--- config.mk ---
export PLATFORM = sky130hd
export DESIGN_NAME = cu_issue_scheduler
export DESIGN_NICKNAME = d
export VERILOG_FILES = /design/src/rtl/cu_issue_scheduler.sv
export SDC_FILE = /design/constraint.sdc
export NUM_CORES = 1
export LEC_CHECK = 0
export ABC_AREA = 1
export BUFFER_PORTS_ARGS = -buffer_cell sky130_fd_sc_hd__clkbuf_2
export CAP_MARGIN = 25
export CORE_UTILIZATION = 28
export CTS_BUF_LIST = sky130_fd_sc_hd__clkbuf_8
export CTS_CLUSTER_SIZE = 40
export DETAILED_ROUTE_END_ITERATION = 8
export GPL_ROUTABILITY_DRIVEN = 0
export GPL_TIMING_DRIVEN = 1
export SYNTH_ARGS = -nofsm -noshare
export SYNTH_HDL_FRONTEND = slang
export SYNTH_SLANG_ARGS = --single-unit
--- constraint.sdc ---
create_clock -name clk_i -period 3.95 [get_ports clk_i]
set_input_delay 0.1975 -clock clk_i [delete_from_list [all_inputs] [get_ports clk_i]]
set_output_delay 0.1975 -clock clk_i [all_outputs]
set_load 0.01 [all_outputs]
--- src/rtl/cu_issue_scheduler.sv ---
// In-order issue stage for the vector unit. It accepts one decoded op into a
// single-entry hold register. A per-register scoreboard checks RAW and WAW
// hazards. ALU ops go round-robin to NUM_ALUS ALUs, and loads/stores go to the
// single memory unit. Units report completion with 1-cycle done pulses.
module cu_issue_scheduler #(
  parameter int NUM_REGS      = 4,
  parameter int MVL           = 16,
  parameter int ADDRESS_WIDTH = 10,
  parameter int NUM_ALUS      = 2,
  localparam int REG_W        = (NUM_REGS <= 1) ? 1 : $clog2(NUM_REGS),
  localparam int VL_W         = (MVL <= 1) ? 1 : $clog2(MVL)
) (
  input  logic                     clk_i,
  input  logic                     rst_ni,
  input  logic                     ins_valid_i,
  output logic                     ins_ready_o,
  input  logic                     add_i,
  input  logic                     sub_i,
  input  logic                     load_i,
  input  logic                     store_i,
  input  logic [REG_W-1:0]         src1_i,
  input  logic [REG_W-1:0]         src2_i,
  input  logic [REG_W-1:0]         dst_i,
  input  logic [ADDRESS_WIDTH-1:0] addr_i,
  input  logic [VL_W-1:0]          vlen_i,
  output logic [NUM_ALUS-1:0]      alu_valid_o,
  output logic                     mem_load_o,
  output logic                     mem_store_o,
  output logic                     disp_sub_o,
  output logic [REG_W-1:0]         disp_src1_o,
  output logic [REG_W-1:0]         disp_src2_o,
  output logic [REG_W-1:0]         disp_dst_o,
  output logic [ADDRESS_WIDTH-1:0] disp_addr_o,
  output logic [VL_W-1:0]          disp_vlen_o,
  input  logic [NUM_ALUS-1:0]      alu_done_i,
  input  logic                     mem_done_i,
  output logic                     err_o,
  output logic                     idle_o
);

  localparam int ALU_W = (NUM_ALUS <= 1) ? 1 : $clog2(NUM_ALUS);

  typedef enum logic {
    S_EMPTY = 1'b0,
    S_HOLD  = 1'b1
  } state_t;

  // ALU index arithmetic that wraps from NUM_ALUS-1 back to 0. The offset
  // is always below NUM_ALUS, so one conditional subtract is enough.
  function automatic logic [ALU_W-1:0] alu_wrap(input logic [ALU_W-1:0] base,
                                                input logic [ALU_W:0]   off);
    logic [ALU_W+1:0] sum;
    sum = {2'b00, base} + {1'b0, off};
    if (sum >= (ALU_W+2)'(NUM_ALUS)) sum = sum - (ALU_W+2)'(NUM_ALUS);
    return sum[ALU_W-1:0];
  endfunction

  state_t                     state;
  logic                       hold_v;

  logic                       hold_add_p0;
  logic                       hold_sub_p0;
  logic                       hold_load_p0;
  logic                       hold_store_p0;
  logic [REG_W-1:0]           hold_src1_p0;
  logic [REG_W-1:0]           hold_src2_p0;
  logic [REG_W-1:0]           hold_dst_p0;
  logic [ADDRESS_WIDTH-1:0]   hold_addr_p0;
  logic [VL_W-1:0]            hold_vlen_p0;

  logic [NUM_ALUS-1:0]        alu_busy;
  logic [REG_W-1:0]           alu_dst [NUM_ALUS];
  logic                       mem_busy;
  logic                       mem_is_load;
  logic [REG_W-1:0]           mem_dst;
  logic [ALU_W-1:0]           rr_ptr;
  logic [NUM_REGS-1:0]        sb;
  logic [NUM_REGS-1:0]        sb_next;

  logic                       op_legal;
  logic                       alu_found;
  logic [ALU_W-1:0]           alu_sel;
  logic                       alu_ok;
  logic                       ld_ok;
  logic                       st_ok;
  logic                       alu_iss;
  logic                       ld_iss;
  logic                       st_iss;
  logic                       issue_go;
  logic                       drop;
  logic                       issue_fire;
  logic                       accept;

  assign hold_v = (state == S_HOLD);

  // Pick the first free ALU, scanning upward from the round-robin pointer.
  always_comb begin
    alu_found = 1'b0;
    alu_sel   = '0;
    for (int i = 0; i < NUM_ALUS; i++) begin
      logic [ALU_W-1:0] cand;
      cand = alu_wrap(rr_ptr, (ALU_W+1)'(i));
      if (!alu_found && !alu_busy[cand]) begin
        alu_found = 1'b1;
        alu_sel   = cand;
      end
    end
  end

  // The issue check looks only at the hold register and registered unit and
  // scoreboard state. Done pulses are not bypassed into it.
  always_comb begin
    op_legal   = $onehot({hold_add_p0, hold_sub_p0, hold_load_p0, hold_store_p0});
    alu_ok     = (hold_add_p0 | hold_sub_p0) & alu_found &
                 !sb[hold_src1_p0] & !sb[hold_src2_p0] & !sb[hold_dst_p0];
    ld_ok      = hold_load_p0  & !mem_busy & !sb[hold_dst_p0];
    st_ok      = hold_store_p0 & !mem_busy & !sb[hold_src1_p0];
    alu_iss    = hold_v & op_legal & alu_ok;
    ld_iss     = hold_v & op_legal & ld_ok;
    st_iss     = hold_v & op_legal & st_ok;
    issue_go   = alu_iss | ld_iss | st_iss;
    drop       = hold_v & !op_legal;
    issue_fire = issue_go | drop;
  end

  assign ins_ready_o = !hold_v | issue_fire;
  assign accept      = ins_valid_i & ins_ready_o;
  assign idle_o      = !hold_v & !(|alu_busy) & !mem_busy & !(|sb);

  // Scoreboard next state. Done pulses clear bits first, then a new issue
  // sets its destination bit, so a set wins on the same edge.
  always_comb begin
    sb_next = sb;
    for (int k = 0; k < NUM_ALUS; k++) begin
      if (alu_done_i[k] && alu_busy[k]) sb_next[alu_dst[k]] = 1'b0;
    end
    if (mem_done_i && mem_busy && mem_is_load) sb_next[mem_dst] = 1'b0;
    if (alu_iss || ld_iss) sb_next[hold_dst_p0] = 1'b1;
  end

  // Hold-register FSM and the registered dispatch outputs (stage p0 -> p1).
  always_ff @(posedge clk_i or negedge rst_ni) begin
    if (!rst_ni) begin
      state       <= S_EMPTY;
      alu_valid_o <= '0;
      mem_load_o  <= 1'b0;
      mem_store_o <= 1'b0;
      err_o       <= 1'b0;
      disp_sub_o  <= 1'b0;
      disp_src1_o <= '0;
      disp_src2_o <= '0;
      disp_dst_o  <= '0;
      disp_addr_o <= '0;
      disp_vlen_o <= '0;
    end else begin
      alu_valid_o <= alu_iss ? ((NUM_ALUS)'(1) << alu_sel) : '0;
      mem_load_o  <= ld_iss;
      mem_store_o <= st_iss;
      err_o       <= drop;
      if (issue_go) begin
        disp_sub_o  <= hold_sub_p0;
        disp_src1_o <= hold_src1_p0;
        disp_src2_o <= hold_src2_p0;
        disp_dst_o  <= hold_dst_p0;
        disp_addr_o <= hold_addr_p0;
        disp_vlen_o <= hold_vlen_p0;
      end
      case (state)
        S_EMPTY: if (accept) state <= S_HOLD;
        S_HOLD:  if (issue_fire && !accept) state <= S_EMPTY;
        default: state <= S_EMPTY;
      endcase
    end
  end

  // Unit busy flags, the round-robin pointer and the scoreboard.
  always_ff @(posedge clk_i or negedge rst_ni) begin
    if (!rst_ni) begin
      alu_busy    <= '0;
      mem_busy    <= 1'b0;
      mem_is_load <= 1'b0;
      rr_ptr      <= '0;
      sb          <= '0;
    end else begin
      sb <= sb_next;
      for (int k = 0; k < NUM_ALUS; k++) begin
        if (alu_done_i[k]) alu_busy[k] <= 1'b0;
      end
      if (alu_iss) begin
        alu_busy[alu_sel] <= 1'b1;
        rr_ptr            <= alu_wrap(alu_sel, (ALU_W+1)'(1));
      end
      if (mem_done_i) mem_busy <= 1'b0;
      if (ld_iss || st_iss) begin
        mem_busy    <= 1'b1;
        mem_is_load <= ld_iss;
      end
    end
  end

  // Held operation fields and the destination recorded for each busy unit.
  // These are qualified by hold_v or the busy flags, so they need no reset.
  always_ff @(posedge clk_i) begin
    if (accept) begin
      hold_add_p0   <= add_i;
      hold_sub_p0   <= sub_i;
      hold_load_p0  <= load_i;
      hold_store_p0 <= store_i;
      hold_src1_p0  <= src1_i;
      hold_src2_p0  <= src2_i;
      hold_dst_p0   <= dst_i;
      hold_addr_p0  <= addr_i;
      hold_vlen_p0  <= vlen_i;
    end
    if (alu_iss) alu_dst[alu_sel] <= hold_dst_p0;
    if (ld_iss)  mem_dst          <= hold_dst_p0;
  end

endmodule

# == After elaboration in Yosys (flattened, before gate mapping) ==
# Memories as Yosys holds them, arrays and structs flattened.
# Index checks and enable logic that the tools add are counted.
# word_totals
regBits,62
latchBits,0
ramBits,4
romBits,0
inputBits,30
output_inout_bits,28
elab_cells,153
n_memories,1
# mem_list
name,depth,width,rd,rd_clocked_by_memory_dff,write_ports,line_no,rtl
alu_dst,2,2,2,0,1,72,logic [REG_W-1:0] alu_dst [NUM_ALUS];
# classes
add_sub_neg,8
mul,0
div_mod_pow,0
magnitude_cmp,17
n_eq_ne,1
shift,1
muxes,42
bitwise_logic,31
n_reduce_logical,26
# ops
op,n
two-way mux 1 bit,27
less-than comparator 2 x 3 -> 1 bit (second input constant),6
AND 1 bit,17
two-way mux 4 bit,4
AND 4 bit,3
NOT 4 bit,3
logical AND 1 bit,11
zero test 1 bit,10
demux 1 bit (select 2 bit),4
greater-or-equal comparator 2 x 1 -> 1 bit (second input constant),4
binary-select mux 1 bit (select 2 bit),3
less-than comparator 1 x 2 -> 1 bit (second input constant),3
bitwise OR 1 bit,5
adder 1 x 1 -> 2 bit,2
adder 1 x 1 -> 2 bit (second input constant),2
greater-or-equal comparator 2 bit (second input constant),2
two-way mux 2 bit,2
bitwise OR 4 bit,1
OR reduction 4 bit,1
adder 2 x 2 -> 3 bit,1
== test 3 x 1 -> 1 bit (second input constant),1
subtractor 1 bit (second input constant),3
greater-or-equal comparator 1 x 2 -> 1 bit (second input constant),1
logical OR 1 bit,2
other kinds (8),8

# == Depth between registers and ports, before layout ==
# Gate-level depths: netlist of run 1.
# logic_depth
ltp_word,22
ltp_mapped,15
mapped_depth_nobuf,14

# == Worst setup path before layout of run 1 ==
# OpenSTA, ideal clock, no wires.
# synth_timing
kind,reg-to-reg
from,register hold_add_p0
to,register hold_add_p0 (enable)
setup_time_ns,0.379
arrival_ns,2.692
t_required_ns,3.571
setup_slack_ns,0.879
path_stages_with_launch,16
n_path_buf,1
period_less_slack_ns,3.071
cell_sequence,edfxtp_1 > inv_1 > fa_1 > inv_1 > ha_1 > ha_1 > inv_1 > nand3_1 > nor2_1 > nand2_1 > nor2_1 > nand2_2 > buf_6 > nand3_1 > nand2_1 > inv_1
# synth_between
elab_chain_len,11
elab_cells_between_ends,19
classes_between,2 x add/sub; 1 x eq/ne; 15 x bitwise; 1 x reduce/logical
# synth_lines
element,line_no,rtl
start: declaration,61,logic hold_add_p0;
start signal: assignment,205,hold_add_p0 <= add_i;
"parallel branches: the longest is 8 deep, another holds adder 2 x 2 -> 3 bit",n/a,
bitwise OR 1 bit *,123,issue_fire = issue_go | drop;
bitwise OR 1 bit *,126,assign ins_ready_o = !hold_v | issue_fire;
net ins_ready_o,16,"output logic ins_ready_o,"
AND 1 bit *,127,assign accept = ins_valid_i & ins_ready_o;
net accept,92,logic accept;
# Mark *: on every way through the listed nets, which the timed path passes.
# A chain may end at the register's enable or synchronous reset.

# == Worst setup path in the final report of run 1 ==
# layout_timing
from,register hold_add_p0
to,register hold_dst_p0[0] (enable)
# layout_between
elab_cells_between_ends,19
classes_between,2 x add/sub; 1 x eq/ne; 15 x bitwise; 1 x reduce/logical
# layout_rtl
element,line_no,rtl
adder 1 x 1 -> 2 bit (not written as such),113,"op_legal = $onehot({hold_add_p0, hold_sub_p0, hold_load_p0, hold_store_p0});"
adder 2 x 2 -> 3 bit (not written as such),113,
== test 3 x 1 -> 1 bit,113,
AND 1 bit (2 in a row),119,ld_iss = hold_v & op_legal & ld_ok;
net ld_iss,87,logic ld_iss;
bitwise OR 1 bit (2 in a row),121,issue_go = alu_iss | ld_iss | st_iss;
bitwise OR 1 bit,123,
bitwise OR 1 bit,126,
AND 1 bit,127,
net accept,92,
end signal: assignment,211,hold_dst_p0 <= dst_i;
end: declaration,67,logic [REG_W-1:0] hold_dst_p0;
# The timed path passes the listed nets, and every way through them passes these cells.

==> results of run 1 <==
==> cell usage after synthesis (all sizes together) <==
cell type  count  area, um2
nor3           5       25.0
ha             3       37.5
buf            7       86.3
nand4          2       12.5
o2111ai        1       8.76
a21oi          3       18.8
nand2         86        338
o311ai         1       8.76
nand3b         1       7.51
nand3         35        180
nor2          12       62.6
fa             1       20.0
o21ai          3       15.0
dfrtp         36        901
edfxtp        30        901
o22ai          2       12.5
inv           37        139
==> critical path, cell delays in order (launching register included) <==
cell	delay, ns
edfxtp_1	0.33
inv_1	0.07
fa_1	0.53
inv_1	0.04
ha_1	0.17
ha_1	0.26
inv_1	0.04
nand2_1	0.05
nor2_1	0.05
nand3_1	0.11
nor2_4	0.07
nor2_4	0.49
nand3_1	0.22
nand2_1	0.11
inv_1	0.10
buf_4	0.24
==> stage by stage <==
step	util, %	hold slack (ns)	cells	power (mW)
final	36.4	0.0347	464	2.29
after global routing	36.4	0.0178	464	2.44
after CTS	36.1	0.0229	462	2.31
after detailed placement	33.4	0.376	446	1.61
after global placement	33.4	0.376	446	1.60
after floorplan	-	-0.0981	265	1.39
==> flip-flops by register name (all words and copies together), names as in the netlist, 2 cells and up <==
register and count:
hold_src2_p0 2, disp_dst_o 2, disp_src1_o 2, alu_valid_o 2, hold_vlen_p0 4, mem_dst 2, disp_vlen_o 4, alu_dst 4
disp_addr_o 10, hold_src1_p0 2, disp_src2_o 2, hold_dst_p0 2, alu_busy 2, sb 4, hold_addr_p0 10
==> metal layers <==
metal	share of wire (%)	vias up	GRT usage (%)
li1	-	984	-
met1	44	955	16.2
met2	50	58	21.0
met3	5.3	7	3.59
met4	1.1	0	3.68
met5	0	-	0
==> worst paths after layout <==
check	slack (ns)	depth (start not counted)	end
worst min register to register	0.44	2	disp_vlen_o[1]
worst min-delay path	0.03	1	hold_addr_p0[2]
worst max register to register	0.76	15	hold_dst_p0[0]
worst max-delay path	0.76	15	hold_dst_p0[0]
max in group asynchronous	3.21	3	disp_src1_o[0]
min in group asynchronous	0.29	2	alu_valid_o[1]
==> cells by family after synthesis <==
| family | count (synthesis) |
|---|---|
| and+or+nand+nor | 141 |
| DFF | 66 |
| buffers and inverters | 44 |
| AOI/OAI and AO/OA | 10 |
| adders and majority gates | 4 |
==> layout make-up <==
| class | instances | area [um2] | area share [%] |
|---|---|---|---|
| clock buffer | 11 | 151 | 4.41 |
| clock inverter | 5 | 100 | 2.92 |
| inverter | 37 | 139 | 4.05 |
| multi-input combinational | 155 | 747 | 21.8 |
| sequential | 66 | 1800 | 52.5 |
| tap | 129 | 161 | 4.70 |
| timing repair buffer | 61 | 330 | 9.63 |
==> power by group <==
part           leakage (nW)  switching (mW)  internal, mW
Combinational         0.849           0.349         0.221
Sequential            0.743           0.114         0.905
Clock                 0.129           0.247         0.452
==> summary.txt, run 1 <==
Status
  • Status: complete, no violations

Floorplan
  • I/O pins: 58
  • Initial core utilization: 29.5%
  • Die area: 10300 um2
  • Core ar.: 9420 um2
  • Die Y: 102 um
  • Site Rows: 35
  • Die Wd: 102 um

Finish
  • Final nets: 364
  • Area growth syn-to-layout: 23.7%
  • Commonest cells after routing, fill and taps aside: nand2_1, clkbuf_2, inv_1, dfrtp_1, nand3_1
  • Design area: 3430 um2
  • Layout cells sized above 1: 25.7%
  • # diodes: 0
  • Most common cell after layout, fill and taps aside: nand2_1
  • # fillers: 973

Min path
  • Worst Hold Class: in -> reg
  • Hold Path Origin: addr_i[2]

Drt
  • Avg WL per Cell: 12.6 um
  • DRT Wirelength: 5860 um
  • Vias/cell: 4.32
  • Vias: 2004
  • Final antenna-violating net count: 0
  • Initial DRC Count: 107
  • DRC Markers: 0
  • DRT Pass-1 Iters: 4

Pwr
  • Leakage: 1.72 nW
  • Pwr dens: 667 nW/um2
  • Worst vdd ir: 0.281 mV

Timing
  • Final Cycle Share: 80.7%
  • Final hold vios: 0
  • RSZ-0062 raised after global routing: no
  • Slew Limit Fails: 0
  • Fin crit period: 3.19 ns
  • TNS Setup: 0 ns
  • Setup ws final: 0.764 ns
  • Slew @ Worst Pin: 0.605 ns
  • Fmax: 0.314 GHz
  • Endpoints failing setup: 0
  • Skew final: 0.0116 ns
  • Slew headroom: 59.5%

Run
  • Max cap viols: 0

Yosys
  • Seq/Total Area, Yosys: 65.0%
  • Post-Synth Adder-Cell Area: 2.07%
  • Synth Area per Inst: 10.5 um2
  • Mux contribution to synthesized area: 0%
  • Yosys warns: 0
  • Distinct cell type count after synthesis: 25
  • Post-synthesis compound-gate area fraction: 2.30%
  • Simple-Gate Fraction of Synth Area: 22.6%
  • Number of cells produced by synthesis: 265
  • Flops & latches, synth: 66
  • Syn nets: 299
  • Synth Area in XOR/XNOR: 0%
  • Main combinational cell family by area after synthesis: simple AND/OR/NAND/NOR gates
  • Synth Cell Area: 2770 um2

Clocking
  • TritonCTS Buffers: 9
  • H-tree depth: 3
  • Clock-pin transition on the worst setup and hold timing paths: 0.07 ns
  • Post-CTS Resized: 0
  • CTS Hold Buffers Added: 0
  • CTS root buffer: clkbuf_8
  • Post-CTS Setup Bufs: 0
  • CTS tree: built
  • TritonCTS Sinks: 66
  • Clock Tree Buf Depth: 2
  • Clk_lat worst skew: 0.33 ns

Critical path
  • CP Max Fanout: 25
  • WP data arrival: 3.25 ns
  • Setup crit start kind: flop
  • FF-to-FF Start: hold_add_p0
  • Crit path launch: hold_add_p0
  • Crit Path Category: reg -> reg
  • CP required: 4.01 ns
  • Endpoint class of the critical path: flop

Placement
  • Area after DPL: 3150 um2
  • Final HPWL from detailed placement: 4310 um
  • DP Worst Slack: 0.715 ns
  • PortBufs: 57

GRT
  • Vias in the first global route: 2000
  • All-Layer GR Usage: 12.7%
  • Largest net degree at the start of global routing: 37
  • Grt total ovfl: 0
  • Antenna violations before repair: 0
  • First-pass GRT wire length: 9780 um
Note: power is estimated with default switching activity, not from simulation.
==> inputs of run 2 (changes only) <==
Clock period 3.95 ns to 3.09 ns, I/O delays scaled along.
==> run 2 against run 1 <==
Compared with the run above:
- non-clock buffer count is 25 higher
- global-route usage is 0.36 points higher
- cell count rose by 5.4%
- cell area up 7.4%
- sequential share of layout area fell by 3.6 points
- via count rose by 2.8%
- register-to-register slack got worse by 0.51 ns
- wire length grew 2.4%
- sequential cell count unchanged
- critical path depth unchanged
- combinational power increased by 34%
- critical path type unchanged
- critical endpoint is now hold_addr_p0[7]
- largest cell class unchanged
==> summary.txt, run 2 (synthesis gave the netlist of run 1 again) <==
Critical path
  • CP Max Fanout: 20 (-20%)
  • Worst path max stage delay: 0.53 ns (about the same)
  • WP data arrival: 2.89 ns (-0.36 ns)
  • CP delay by family, top: adder cells
  • Worst path slowest cell: fa_1
  • CP cell instances: inv_1 > fa_1 > inv_1 > ha_1 > ha_1 > inv_1 > nand2_1 > nor2_1 > nand3_1 > nor2_4 > nor2_4 > nand3_1 > nand2_1 > inv_2 > buf_12
  • Crit Path Category: reg -> reg
  • CP required: 3.13 ns (-0.88 ns)
  • Endpoint class of the critical path: flop
  • Setup crit start kind: flop
  • CP most frequent cell: inv_1
  • Buf/Inv on CP: 5 (unchanged)

Floorplan
  • Die area: 10300 um2 (unchanged)
  • Die Wd: 102 um (unchanged)
  • Core ar.: 9420 um2 (unchanged)
  • Initial core utilization: 29.5% (unchanged)
  • I/O pins: 58 (unchanged)
  • Die Y: 102 um (unchanged)
  • Site Rows: 35 (unchanged)

Finish
  • Commonest cells after routing, fill and taps aside: nand2_1, clkbuf_2, dfrtp_1
  • Final nets: 389 (+6.9%)
  • Layout cells sized above 1: 24.7% (-0.95 points)
  • Regs by FF count: disp_addr_o: 10 flops, hold_addr_p0: 10 flops
  • Area growth syn-to-layout: 32.8%
  • Most common cell after layout, fill and taps aside: nand2_1
  • # diodes: 0 (unchanged)

GRT
  • Grt total ovfl: 0 (unchanged)
  • First-pass GRT wire length: 10000 um (+2.3%)
  • Largest net degree at the start of global routing: 37 (unchanged)
  • All-Layer GR Usage: 13.1% (+0.36 points)
  • Antenna violations before repair: 0 (unchanged)
  • Vias in the first global route: 2122 (+6.1%)

Clocking
  • H-tree depth: 3 (unchanged)
  • Post-CTS Setup Bufs: 0 (unchanged)
  • Clock-pin transition on the worst setup and hold timing paths: 0.08 ns (about the same)
  • Clock Tree Buf Depth: 2 (unchanged)
  • CTS root buffer: clkbuf_8
  • CTS tree: built
  • Clk_lat worst skew: 0.34 ns (about the same)
  • TritonCTS Sinks: 66 (unchanged)
  • TritonCTS Buffers: 9 (unchanged)

Timing
  • Skew final: 0.0120 ns (+0.000385 ns)
  • RSZ-0062 raised after global routing: no
  • Final hold vios: 0 (unchanged)
  • Slew @ Worst Pin: 0.342 ns (-0.263 ns)
  • Fin crit period: 2.84 ns (-0.345 ns)
  • Fmax: 0.352 GHz (+12%)
  • Endpoints failing setup: 0 (unchanged)
  • Final Cycle Share: 91.9% (+11 points)
  • Slew headroom: 77.2% (+18 points)
  • Slew Limit Fails: 0 (unchanged)
  • TNS Setup: 0 ns (unchanged)
  • Setup ws final: 0.249 ns (-0.515 ns)

Drt
  • DRT Wirelength: 6000 um (+2.4%)
  • Initial DRC Count: 61 (-43%)
  • Vias: 2060 (+2.8%)
  • Vias/cell: 4.21 (-2.5%)
  • Avg WL per Cell: 12.3 um (-2.8%)
  • DRC Markers: 0 (unchanged)
  • Final antenna-violating net count: 0 (unchanged)
  • DRT Pass-1 Iters: 4 (unchanged)

Placement
  • DP Worst Slack: 0.168 ns (-0.547 ns)
  • PortBufs: 57 (unchanged)
  • Final HPWL from detailed placement: 4230 um (-1.9%)

Pwr
  • Leakage: 1.81 nW (+5.2%)
  • Worst vdd ir: 0.330 mV (+18%)
  • Tot Pwr: 2.93 mW (+28%)
  • Pwr dens: 794 nW/um2 (+19%)

Min path
  • Worst Hold Class: in -> reg

Run
  • Max cap viols: 0 (unchanged)

Status
  • Status: complete, no violations
run 2: timing repair:
action                                  in CTS  in global routing
resized for setup                            0                  2
hold buffers                                25                  0
endpoints found under the hold margin       60                  0
endpoints found under the setup margin       0                 20
run 2: cell type report:
type                            count  area, um2
Multi-Input combinational cell    155        749
Timing Repair Buffer               86        591
Clock buffer                        9        124
Inverter                           37        139
Clock inverter                      7        118
Sequential cell                    66       1800
Tap cell                          129        161
Fill cell                         952       5730
run 2: metrics by stage:
stage | hold WS, ns | utilization, % | cell area, um2 | cells
after CTS | 0.000184 | 38.9 | 3660 | 488
after floorplan | -0.141 | - | 2770 | 265
after detailed placement | 0.333 | 33.7 | 3170 | 447
final | 0.0145 | 39.1 | 3680 | 489
after global routing | 0.00796 | 39.1 | 3680 | 489
after global placement | 0.334 | 33.7 | 3170 | 447
run 2: worst paths after layout:
path | slack, ns | cells after the start | to | startpoint
max reg2reg | 0.25 | 15 | hold_addr_p0[7] | hold_add_p0
min reg2reg | 0.44 | 2 | disp_addr_o[1] | hold_addr_p0[1]
max in group asynchronous | 2.54 | 3 | disp_addr_o[7] | rst_ni
max | 0.25 | 15 | hold_addr_p0[7] | hold_add_p0
min in group asynchronous | 0.16 | 2 | alu_valid_o[0] | rst_ni
min | 0.01 | 2 | mem_busy | mem_done_i
run 2: report_power, final:
group | leakage [nW] | total (mW) | internal, mW | switching (mW)
clock network | 0.111 | 0.863 | 0.534 | 0.329
logic | 0.957 | 0.765 | 0.312 | 0.453
registers | 0.743 | 1.30 | 1.16 | 0.142
total | 1.81 | 2.93 | 2.00 | 0.925
run 2: metal layers:
metal  GRT usage (%)  wire length, um  vias to the layer above  share of wire [%]
li1                -                -                     1036                  -
met1            15.9             2730                      973                 46
met2            21.5             2990                       48                 50
met3            4.55              241                        3                4.0
met4            4.35               32                        0               0.53
met5               0                0                        -                  0
